--- src/rtl/rpm_pkg.sv ---
// rpm_pkg: widths, blip FSM states and phase helpers shared by the
// blip generator and the RPM calculator. No ports.
package rpm_pkg;

  localparam int RPM_W = 10;
  localparam int NUM_W = 33;
  localparam int DEN_W = 17;
  localparam int PER_W = 32;

  typedef enum logic [1:0] {
    IDLE,
    HIGH,
    LOW
  } blip_state_t;

  // Odd periods put the spare clock in the low phase.
  function automatic logic [PER_W-1:0] hi_of(
    input logic [PER_W-1:0] p
  );
    return p >> 1;
  endfunction

  function automatic logic [PER_W-1:0] lo_of(
    input logic [PER_W-1:0] p
  );
    return p - (p >> 1);
  endfunction

endpackage

--- src/rtl/seq_divider.sv ---
// seq_divider: restoring divider, one quotient bit per clock.
// Ports: clk, rst_n, start, dividend, divisor -> busy, done (pulse), quotient.
module seq_divider
  import rpm_pkg::*;
#(
  parameter int DIVD_W = NUM_W,
  parameter int DIVS_W = DEN_W
) (
  input  logic              clk,
  input  logic              rst_n,
  input  logic              start,
  input  logic [DIVD_W-1:0] dividend,
  input  logic [DIVS_W-1:0] divisor,
  output logic              busy,
  output logic              done,
  output logic [DIVD_W-1:0] quotient
);

  localparam int CW = $clog2(DIVD_W + 1);

  logic [CW-1:0]     cnt_q, cnt_d;
  logic [DIVS_W-1:0] rem_q, rem_d;
  logic [DIVS_W-1:0] den_q, den_d;
  logic [DIVD_W-1:0] quo_q, quo_d;
  logic              done_q, done_d;
  logic [DIVS_W:0]   trial;

  // Divisor 0 makes every trial succeed: all-ones quotient.
  always_comb begin
    cnt_d  = cnt_q;
    rem_d  = rem_q;
    den_d  = den_q;
    quo_d  = quo_q;
    done_d = 1'b0;
    trial  = {rem_q, quo_q[DIVD_W-1]};
    if (start) begin
      cnt_d = CW'(DIVD_W);
      rem_d = '0;
      den_d = divisor;
      quo_d = dividend;
    end else if (cnt_q != '0) begin
      if (trial >= {1'b0, den_q}) begin
        rem_d = DIVS_W'(trial - {1'b0, den_q});
        quo_d = {quo_q[DIVD_W-2:0], 1'b1};
      end else begin
        rem_d = trial[DIVS_W-1:0];
        quo_d = {quo_q[DIVD_W-2:0], 1'b0};
      end
      cnt_d  = cnt_q - CW'(1);
      done_d = (cnt_q == CW'(1));
    end
  end

  always_ff @(posedge clk or negedge rst_n) begin
    if (!rst_n) begin
      cnt_q  <= '0;
      rem_q  <= '0;
      den_q  <= '0;
      quo_q  <= '0;
      done_q <= 1'b0;
    end else begin
      cnt_q  <= cnt_d;
      rem_q  <= rem_d;
      den_q  <= den_d;
      quo_q  <= quo_d;
      done_q <= done_d;
    end
  end

  assign busy     = (cnt_q != '0);
  assign done     = done_q;
  assign quotient = quo_q;

endmodule

--- src/rtl/rpm_blip_gen.sv ---
// rpm_blip_gen: RPM command -> blips square wave, one period per pole change.
// Ports: clk50M, reset_n, rpm_cmd, cmd_valid -> cmd_ready, blips, running
// (+ blip_count when BLIP_COUNT_EN is defined).
module rpm_blip_gen
  import rpm_pkg::*;
#(
  parameter int unsigned CLKSPEED   = 50000000,
  parameter int unsigned POLES      = 16,
  parameter int unsigned GEAR_RATIO = 5,
  parameter int unsigned MIN_PERIOD = 2
) (
  input  logic             clk50M,
  input  logic             reset_n,
  input  logic [RPM_W-1:0] rpm_cmd,
  input  logic             cmd_valid,
  output logic             cmd_ready,
  output logic             blips,
  output logic             running
`ifdef BLIP_COUNT_EN
  ,
  output logic [15:0]      blip_count
`endif
);

  localparam logic [NUM_W-1:0] DIVIDEND =
    NUM_W'(64'(CLKSPEED) * 64'd60);
  localparam logic [DEN_W-1:0] DEN_MUL =
    DEN_W'(POLES * GEAR_RATIO);
  localparam logic [PER_W-1:0] MIN_P = PER_W'(MIN_PERIOD);

  blip_state_t      state_q, state_d;
  logic [PER_W-1:0] cnt_q, cnt_d;
  logic [PER_W-1:0] active_q, active_d;
  logic [PER_W-1:0] pending_q, pending_d;
  logic             pend_v_q, pend_v_d;
  logic             blips_q, blips_d;
  logic             ready_q, ready_d;
  logic             run_q, run_d;
`ifdef BLIP_COUNT_EN
  logic [15:0]      bcnt_q, bcnt_d;
`endif

  logic             accept, stop, start;
  logic             div_busy, div_done;
  logic [NUM_W-1:0] div_q;
  logic [DEN_W-1:0] divisor;
  logic [PER_W-1:0] div_per, new_per, nxt_per;

  assign accept  = cmd_valid && ready_q;
  assign stop    = accept && (rpm_cmd == '0);
  assign start   = accept && (rpm_cmd != '0) && !div_busy;
  assign divisor = DEN_W'(rpm_cmd) * DEN_MUL;

  seq_divider #(
    .DIVD_W(NUM_W),
    .DIVS_W(DEN_W)
  ) u_div (
    .clk     (clk50M),
    .rst_n   (reset_n),
    .start   (start),
    .dividend(DIVIDEND),
    .divisor (divisor),
    .busy    (div_busy),
    .done    (div_done),
    .quotient(div_q)
  );

  // Quotient above PER_W bits saturates rather than wrapping short.
  assign div_per = div_q[NUM_W-1] ? '1 : div_q[PER_W-1:0];
  assign new_per = (div_per < MIN_P) ? MIN_P : div_per;
  assign nxt_per = pend_v_q ? pending_q : active_q;

  always_comb begin
    state_d   = state_q;
    cnt_d     = cnt_q;
    active_d  = active_q;
    pending_d = pending_q;
    pend_v_d  = pend_v_q;
    blips_d   = blips_q;
    ready_d   = ready_q;
`ifdef BLIP_COUNT_EN
    bcnt_d    = bcnt_q;
`endif
    if (stop) begin
      state_d  = IDLE;
      cnt_d    = '0;
      pend_v_d = 1'b0;
      blips_d  = 1'b0;
`ifdef BLIP_COUNT_EN
      bcnt_d   = '0;
`endif
    end else begin
      unique case (state_q)
        IDLE: begin
          if (pend_v_q) begin
            active_d = pending_q;
            pend_v_d = 1'b0;
            blips_d  = 1'b1;
            state_d  = HIGH;
            cnt_d    = hi_of(pending_q) - PER_W'(1);
`ifdef BLIP_COUNT_EN
            bcnt_d   = bcnt_q + 16'd1;
`endif
          end
        end
        HIGH: begin
          if (cnt_q == '0) begin
            blips_d = 1'b0;
            state_d = LOW;
            cnt_d   = lo_of(active_q) - PER_W'(1);
          end else begin
            cnt_d = cnt_q - PER_W'(1);
          end
        end
        LOW: begin
          // Period boundary: the only place a new speed is adopted.
          if (cnt_q == '0) begin
            active_d = nxt_per;
            pend_v_d = 1'b0;
            blips_d  = 1'b1;
            state_d  = HIGH;
            cnt_d    = hi_of(nxt_per) - PER_W'(1);
`ifdef BLIP_COUNT_EN
            bcnt_d   = bcnt_q + 16'd1;
`endif
          end else begin
            cnt_d = cnt_q - PER_W'(1);
          end
        end
        default: state_d = IDLE;
      endcase
    end
    if (start) begin
      ready_d = 1'b0;
    end
    // A result landing on a boundary waits for the following one.
    if (div_done) begin
      pending_d = new_per;
      pend_v_d  = 1'b1;
      ready_d   = 1'b1;
    end
    run_d = (state_d != IDLE);
  end

  always_ff @(posedge clk50M or negedge reset_n) begin
    if (!reset_n) begin
      state_q   <= IDLE;
      cnt_q     <= '0;
      active_q  <= '0;
      pending_q <= '0;
      pend_v_q  <= 1'b0;
      blips_q   <= 1'b0;
      ready_q   <= 1'b1;
      run_q     <= 1'b0;
`ifdef BLIP_COUNT_EN
      bcnt_q    <= '0;
`endif
    end else begin
      state_q   <= state_d;
      cnt_q     <= cnt_d;
      active_q  <= active_d;
      pending_q <= pending_d;
      pend_v_q  <= pend_v_d;
      blips_q   <= blips_d;
      ready_q   <= ready_d;
      run_q     <= run_d;
`ifdef BLIP_COUNT_EN
      bcnt_q    <= bcnt_d;
`endif
    end
  end

  assign cmd_ready = ready_q;
  assign blips     = blips_q;
  assign running   = run_q;
`ifdef BLIP_COUNT_EN
  assign blip_count = bcnt_q;
`endif

endmodule
--- config.mk ---
export PLATFORM = sky130hd
export DESIGN_NAME = rpm_blip_gen
export DESIGN_NICKNAME = d
export VERILOG_FILES = /design/src/rtl/rpm_pkg.sv /design/src/rtl/seq_divider.sv /design/src/rtl/rpm_blip_gen.sv
export SDC_FILE = /design/constraint.sdc
export NUM_CORES = 1
export LEC_CHECK = 0
export BUFFER_PORTS_ARGS = -buffer_cell sky130_fd_sc_hd__buf_4
export CELL_PAD_IN_SITES_DETAIL_PLACEMENT = 2
export CELL_PAD_IN_SITES_GLOBAL_PLACEMENT = 2
export CORE_ASPECT_RATIO = 1.25
export CORE_UTILIZATION = 43
export CTS_BUF_LIST = sky130_fd_sc_hd__clkbuf_4 sky130_fd_sc_hd__clkbuf_8 sky130_fd_sc_hd__clkbuf_16
export DETAILED_ROUTE_END_ITERATION = 7
export PLACE_DENSITY = 0.92
export SYNTH_ARGS = -nofsm -noshare
export SYNTH_HDL_FRONTEND = slang
export SYNTH_SLANG_ARGS = --single-unit
--- constraint.sdc ---
create_clock -name clk50M -period 12.2 [get_ports clk50M]
set_input_delay 1.83 -clock clk50M [delete_from_list [all_inputs] [get_ports clk50M]]
set_output_delay 1.83 -clock clk50M [all_outputs]
set_load 0.03 [all_outputs]
Word-level counts from Yosys, hierarchy flattened
Index checks and enable logic that the tools add are counted.
- flip-flop bits (word level): 172
- output and inout port bits: 3
- logic and storage cells: 87
- add/subtract/negate cells: 7
- multipliers: 1
- magnitude comparators: 2
- equal/unequal tests: 8
- multiplexer cells: 35
- bitwise gates (word level): 1
- reductions and logical operators: 20
- operator list (cell ; count):
    2-to-1 mux 32 bit ; 8
    one-hot mux 32 bit (3 select lines) ; 1
    2-to-1 mux 33 bit ; 2
    one-hot mux 32 bit (2 select lines) ; 1
    subtractor 31 x 1 -> 32 bit (second input constant) ; 2
    subtractor 32 x 1 -> 32 bit (second input constant) ; 2
    2-to-1 mux 17 bit ; 3
    zero test 32 bit ; 1
    < comparator 32 x 2 -> 1 bit (second input constant) ; 1
    subtractor 32 x 31 -> 32 bit ; 1
    greater-or-equal comparator 18 x 17 -> 1 bit ; 1
    subtractor 17 bit ; 1
    multiplier 10 x 3 -> 13 bit (second input constant) ; 1
    2-to-1 mux 6 bit ; 2
    2-to-1 mux 1 bit ; 11
    zero test 10 bit ; 1
    nonzero test 10 bit ; 1
    inequality test 3 bit (second input constant) ; 3
    2-to-1 mux 2 bit ; 4
    nonzero test 2 bit ; 4
    nonzero test 4 bit ; 2
    == test 6 x 1 -> 1 bit (second input constant) ; 1
    one-hot mux 2 bit (3 select lines) ; 1
    nonzero test 6 bit ; 1
    other kinds (14) ; 18

Depth between registers and ports, before layout
- word-level depth: 5
- gate-level depth with buffers: 15
- gate-level depth less buffers: 11

By module
Synthesis repeated with hierarchy kept, for this count alone.
- cells, all modules: 1718
- area total of the unflattened synthesis: 14168.6 µm²
- by module, submodules not included (module ; times used ; cells each ; area each (µm²)):
    rpm_blip_gen ; 1 ; 1234 ; 9670.5
    seq_divider ; 1 ; 484 ; 4498.1

Worst setup path before layout
Ideal clock, no wire load.
- kind: register to register
- from: register pend_v_q
- to: register cnt_q[26]
- data arrival time: 3729 ps
- data required time: 12072 ps
- path slack: 8343 ps
- stages on the path, launching flop included: 16
- path buffers: 6
- clock period less this slack: 3857 ps
- path through: dfrtp_1 -> buf_2 -> buf_2 -> buf_2 -> buf_1 -> buf_1 -> buf_2 -> mux2i_1 -> ha_1 -> o21ai_0 -> a211oi_2 -> nand3b_1 -> o211ai_1 -> a32oi_1 -> a222oi_1 -> nand2_1
- longest elaborated chain between the ends: 5
- ends and longest elaborated chain (what ; RTL line ; RTL):
    start: declaration ; rpm_blip_gen.sv:35 ; logic pend_v_q, pend_v_d;
    start signal: assignment ; rpm_blip_gen.sv:163 ; pend_v_q <= pend_v_d;
    2-to-1 mux 32 bit ; -- ;
    subtractor 31 x 1 -> 32 bit ; rpm_blip_gen.sv:122 ; cnt_d = hi_of(nxt_per) - PER_W'(1);
    2-to-1 mux 32 bit ; rpm_blip_gen.sv:117 ; if (cnt_q == '0) begin
    one-hot mux 32 bit (3 select lines) ; rpm_blip_gen.sv:93 ; unique case (state_q)
    2-to-1 mux 32 bit ; rpm_blip_gen.sv:84 ; if (stop) begin
    end signal: assignment ; rpm_blip_gen.sv:160 ; cnt_q <= cnt_d;
    end: declaration ; rpm_blip_gen.sv:32 ; logic [PER_W-1:0] cnt_q, cnt_d;
Several ways; a longest one is shown, not always the timed one.
A chain may end at the register's enable or synchronous reset.

Final worst setup path
- from: input rpm_cmd[9]
- to: register cnt_q[16]
- longest elaborated chain between the ends: 4
- ends and longest elaborated chain (what ; RTL line ; RTL):
    start: declaration ; rpm_blip_gen.sv:14 ; input logic [RPM_W-1:0] rpm_cmd,
    zero test 10 bit * ; rpm_blip_gen.sv:50 ; assign stop = accept && (rpm_cmd == '0);
    logical AND 1 bit * ; rpm_blip_gen.sv:50 ;
    inequality test 3 bit (no source line) / nonzero test 4 bit (equally long branches) ; -- ;
    AND reduction 2 bit (no source line) ; -- ;
Every way passes the cells marked *; elsewhere a longest branch is shown, timed or not.

==> results.md <==
* Result of the run: completed
* Number of failing hold endpoints at the final stage at 0
* Non-filler cells, final at 1953
* Post-synthesis average cell area at 8.25 sq um
* Unrepaired setup endpoints after global routing: no
* Clock transition at path regs at 0.08 ns
* Overall routing resource usage at 40.2%
* Number of antenna violations at the first check in global routing at 3
* Post-route clock skew at 0.0134 ns
* Setup crit start kind: input port
* Crit path capture type: flip-flop
* Die W at 158 microns
* Maximum frequency from static timing analysis at 200 MHz
* Number of detailed-route iterations in the first pass at 7
* Final GP Congestion at 0.939
* Final layout net count at 1624
* Clock network latency to the later pin of the worst-skew pair at 0.48 ns
* Area of the die at 0.0311 sq mm
* CTS Root Buffer Type: sky130_fd_sc_hd__clkbuf_16
* Leading post-synthesis cells by cell area: sky130_fd_sc_hd__dfrtp_1 33%, sky130_fd_sc_hd__ha_1 6.7%, sky130_fd_sc_hd__a21oi_1 4.8%, sky130_fd_sc_hd__nor2_1 4.8%, sky130_fd_sc_hd__xnor2_1 4.4%
* CTS buffer count at 17
* Top-Level Pins at 16
* Final critical delay including setup and external delays at 4.99 ns
* Maximum fanout count along the critical path at 17
* Count of final max-slew check failures at 0
* Vias per std cell at 6.94
* Leakage power of the design at 5.98 nW
* Accumulated negative setup slack at 0 ns
* Total of warnings raised by yosys at 0
* Dpl cells at 1920
* Placed Area at 0.0134 sq mm
* Routed via count at 13.6k
* Number of routed nets with antenna violations at 0
* Wirelength per Cell at 30.9 microns
* Distinct cell type count of the synthesized netlist at 88
* Post-CTS setup buffers at 0
* Synthesized-area fraction occupied by ao, oa, aoi and oai cells at 20.4%
* Post-Synthesis Net Count at 1670
* CTS tree: built
* First-pass GRT wire length at 93.7 mm
* Count of port buffers added during placement at 15
* Main combinational cell family by area after synthesis: simple AND/OR/NAND/NOR gates
* Slowest stage cell on the critical path: sky130_fd_sc_hd__nor2_1
* Cell family contributing the most delay on the critical path: simple AND/OR/NAND/NOR gates
* Mux contribution to synthesized area at 5.92%
* Count of routing violations after the opening detailed-route iteration at 928
* Layout filler cell count at 3299
* Sequential cell area fraction in the yosys report at 32.9%
* Total of hold buffers inserted after clock tree synthesis at 0
* Remaining max-slew budget at the tightest pin at 19.6%
* Type of the worst setup path: in2reg
* Maximum count of clock buffers along a single path at 2
* Final instance area at 0.0141 sq mm
* Cell Area, Synth at 0.0131 sq mm
* Worst hold slack at 0.505 ns
* H-tree lvl count at 4
* Die Y-Extent at 197 microns
* Total detailed-routing wirelength at 60.3 mm
* Share of final-layout standard cells stronger than drive strength 1 at 7.09%
* Layout overhead on the synthesized area at 7.65%
* Placed wire-length estimate after detailed placement at 38.3 mm
* Number of failing setup endpoints in the final timing report at 0
* Portion of synthesized cell area occupied by the leading cell type at 32.7%
* Synth Area in Adders at 7.16%
* Critical Path AT at 5.34 ns
* Xor and xnor area share after synthesis at 7.30%
* Period utilisation layout at 40.9%
* Gate Count Post-Synth at 1584
* Count of buffering cells on the critical path with inverters included at 1
* List of cells traversed by the critical path: buf_4, nor4_1, nand3_1, nor2_1, nor2_1, nand2_1, a21oi_1, o211ai_1, nand3_1
* Post-cts resize count at 0
* Number of maximum-capacitance constraint violations at 0
* Remaining Overflow, GRT at 0
* Post-synthesis cell type with the largest combined area: sky130_fd_sc_hd__dfrtp_1
* Maximum number of pins on one net before global-route repair at 73
* Utilization of the core after routing at 46.9%
* Most common flop cell mapped by yosys: sky130_fd_sc_hd__dfrtp_1
* Via count of the first global-routing pass at 15.3k
* DRC viols at 0
* Core area at 0.0300 sq mm
* Class of the most critical hold timing path: reg2reg
* Post-synth EDFFs at 0
* Num Clock Sinks at 172
* Initial core utilization at 43.5%
* Transition time of the tightest slew-check pin at 1.20 ns
* Total power per unit cell area at 87.6 mW/mm^2
* CP required at 12.55 ns
* Placement row count at 71
* Highest ir drop seen on vdd at 0.0961 mV
* Synth async-reset ratio at 100%
* Highest cell delay on the worst timing path at 0.97 ns
* Post-synthesis sequential element count at 172
* Area share of and/or/nand/nor cells after synthesis at 20.9%
[layer usage]
| layer | share of wire [%] | track usage (%) | vias up |
|---|---|---|---|
| met4 | 6.5 | 26.0 | 2 |
| met3 | 6.5 | 7.48 | 305 |
| met1 | 37 | 45.2 | 6915 |
| met2 | 50 | 69.1 | 708 |
| li1 | - | - | 5624 |
| met5 | 0.020 | 0 | - |
[state kept, by name (all words and copies together) (netlist names)]
signal / cells
active_q: 32
blips: 1
cmd_ready: 1
cnt_q: 32
pend_v_q: 1
pending_q: 32
running: 1
state_q: 2
u_div.cnt_q: 6
u_div.den_q: 13
u_div.done: 1
u_div.quotient: 33
u_div.rem_q: 17
[report_power, final]
part           internal (mW)  switching, mW  total, mW
clock network          0.320          0.302      0.622
registers              0.570              0      0.570
logic                 0.0128         0.0278     0.0405
total                  0.902          0.330       1.23
[area by class of cell]
cell class	instances	area, sq um	area share [%]
Timing Repair Buffer	36	274	1.95
Clock buffer	18	439	3.12
Inverter	71	267	1.89
Tap cell	401	502	3.57
Sequential cell	172	4310	30.6
Multi-Input combinational cell	1240	8090	57.5
Clock inverter	14	193	1.37
Antenna cell	1	2.50	0.0178
[logic make-up after synthesis]
| family | Yosys count |
|---|---|
| mux | 73 |
| compound gates | 414 |
| fa+ha+maj | 73 |
| xor+xnor | 109 |
| simple gates | 571 |
| buf+inv | 172 |
| flops | 172 |
[cells in the final DEF (no fill, tap or decap), types with 5 or more instances in the layout]
| master | instances |
|---|---|
| sky130_fd_sc_hd__or4_1 | 8 |
| sky130_fd_sc_hd__a221o_1 | 11 |
| sky130_fd_sc_hd__mux2_1 | 20 |
| sky130_fd_sc_hd__xnor2_1 | 66 |
| sky130_fd_sc_hd__xor2_1 | 43 |
| sky130_fd_sc_hd__a221oi_1 | 7 |
| sky130_fd_sc_hd__o211ai_1 | 19 |
| sky130_fd_sc_hd__o21ai_1 | 12 |
| sky130_fd_sc_hd__o31ai_1 | 8 |
| sky130_fd_sc_hd__nand3_1 | 57 |
| sky130_fd_sc_hd__a22o_1 | 5 |
| sky130_fd_sc_hd__and2_1 | 5 |
| sky130_fd_sc_hd__nand2_1 | 151 |
| sky130_fd_sc_hd__nand4_1 | 12 |
| sky130_fd_sc_hd__a21o_1 | 15 |
| sky130_fd_sc_hd__mux2_2 | 14 |
| sky130_fd_sc_hd__nand2b_1 | 6 |
| sky130_fd_sc_hd__nor3_1 | 49 |
| sky130_fd_sc_hd__nor4_1 | 39 |
| sky130_fd_sc_hd__nor2_1 | 167 |
| sky130_fd_sc_hd__dfrtp_1 | 169 |
| sky130_fd_sc_hd__a31oi_1 | 14 |
| sky130_fd_sc_hd__mux2i_1 | 39 |
| sky130_fd_sc_hd__o22ai_1 | 7 |
| sky130_fd_sc_hd__ha_1 | 70 |
| sky130_fd_sc_hd__or3_1 | 14 |
| sky130_fd_sc_hd__clkbuf_16 | 17 |
| sky130_fd_sc_hd__inv_1 | 70 |
| sky130_fd_sc_hd__and3_1 | 9 |
| sky130_fd_sc_hd__a211oi_1 | 15 |
| sky130_fd_sc_hd__buf_4 | 35 |
| sky130_fd_sc_hd__o21ai_0 | 93 |
| sky130_fd_sc_hd__a22oi_1 | 12 |
| sky130_fd_sc_hd__inv_6 | 6 |
| sky130_fd_sc_hd__nor3b_1 | 12 |
| sky130_fd_sc_hd__a21oi_1 | 126 |
| sky130_fd_sc_hd__nor2b_1 | 12 |
[worst reg2reg max path, stage by stage, from the launching register on]
cell                       delay (ns)
sky130_fd_sc_hd__dfrtp_2         0.74
sky130_fd_sc_hd__buf_4           0.65
sky130_fd_sc_hd__nor3b_1         0.49
sky130_fd_sc_hd__o22ai_1         0.29
sky130_fd_sc_hd__nor3b_1         0.94
sky130_fd_sc_hd__nand3_1         0.26
sky130_fd_sc_hd__xor2_1          0.21
sky130_fd_sc_hd__a221oi_1        0.51
sky130_fd_sc_hd__a221oi_1        0.15
sky130_fd_sc_hd__a221o_1         0.31
[metrics by stage]
step / setup WS (ns) / power (mW)
global route: 7.07 / 1.26
global placement: 7.21 / 0.617
floorplan: 8.34 / 0.597
CTS: 7.44 / 1.24
detailed placement: 7.10 / 0.620
finish: 7.21 / 1.23
[synthesized netlist by cell type (6+ instances only)]
cell type and instances:
sky130_fd_sc_hd__nor2_1 167, sky130_fd_sc_hd__dfrtp_1 171, sky130_fd_sc_hd__a211oi_1 16, sky130_fd_sc_hd__a221oi_1 7, sky130_fd_sc_hd__inv_1 70, sky130_fd_sc_hd__a21oi_1 126
sky130_fd_sc_hd__nor3b_1 12, sky130_fd_sc_hd__mux2_2 14, sky130_fd_sc_hd__o21ai_0 93, sky130_fd_sc_hd__a21o_1 15, sky130_fd_sc_hd__and3_1 9, sky130_fd_sc_hd__or3_1 15
sky130_fd_sc_hd__or4_1 8, sky130_fd_sc_hd__o21ai_1 12, sky130_fd_sc_hd__mux2_1 20, sky130_fd_sc_hd__nand2_1 151, sky130_fd_sc_hd__nand4_1 12, sky130_fd_sc_hd__o31ai_1 8
sky130_fd_sc_hd__nor2b_1 12, sky130_fd_sc_hd__o22ai_1 7, sky130_fd_sc_hd__o211ai_1 19, sky130_fd_sc_hd__ha_1 70, sky130_fd_sc_hd__clkbuf_1 79, sky130_fd_sc_hd__nand3_1 57
sky130_fd_sc_hd__nor4_1 40, sky130_fd_sc_hd__mux2i_1 39, sky130_fd_sc_hd__nand2b_1 6, sky130_fd_sc_hd__xor2_1 43, sky130_fd_sc_hd__xnor2_1 66, sky130_fd_sc_hd__buf_2 12
sky130_fd_sc_hd__a22oi_1 12, sky130_fd_sc_hd__nor3_1 49, sky130_fd_sc_hd__a221o_1 11, sky130_fd_sc_hd__a31oi_1 14
[path summary, 6_finish.rpt]
kind / startpoint / to / slack, ns / cells after the start
worst max-delay path: rpm_cmd[9] / cnt_q[16] / 7.21 / 9
min in group asynchronous: reset_n / cnt_q[30] / 1.34 / 1
worst max register to register: pend_v_q / cnt_q[27] / 7.55 / 9
max in group asynchronous: reset_n / u_div.rem_q[16] / 8.85 / 3
worst min-delay path: u_div.den_q[15] / u_div.den_q[15] / 0.51 / 2
worst min register to register: u_div.den_q[15] / u_div.den_q[15] / 0.51 / 2
No activity file was read; power rests on OpenSTA's default activity.
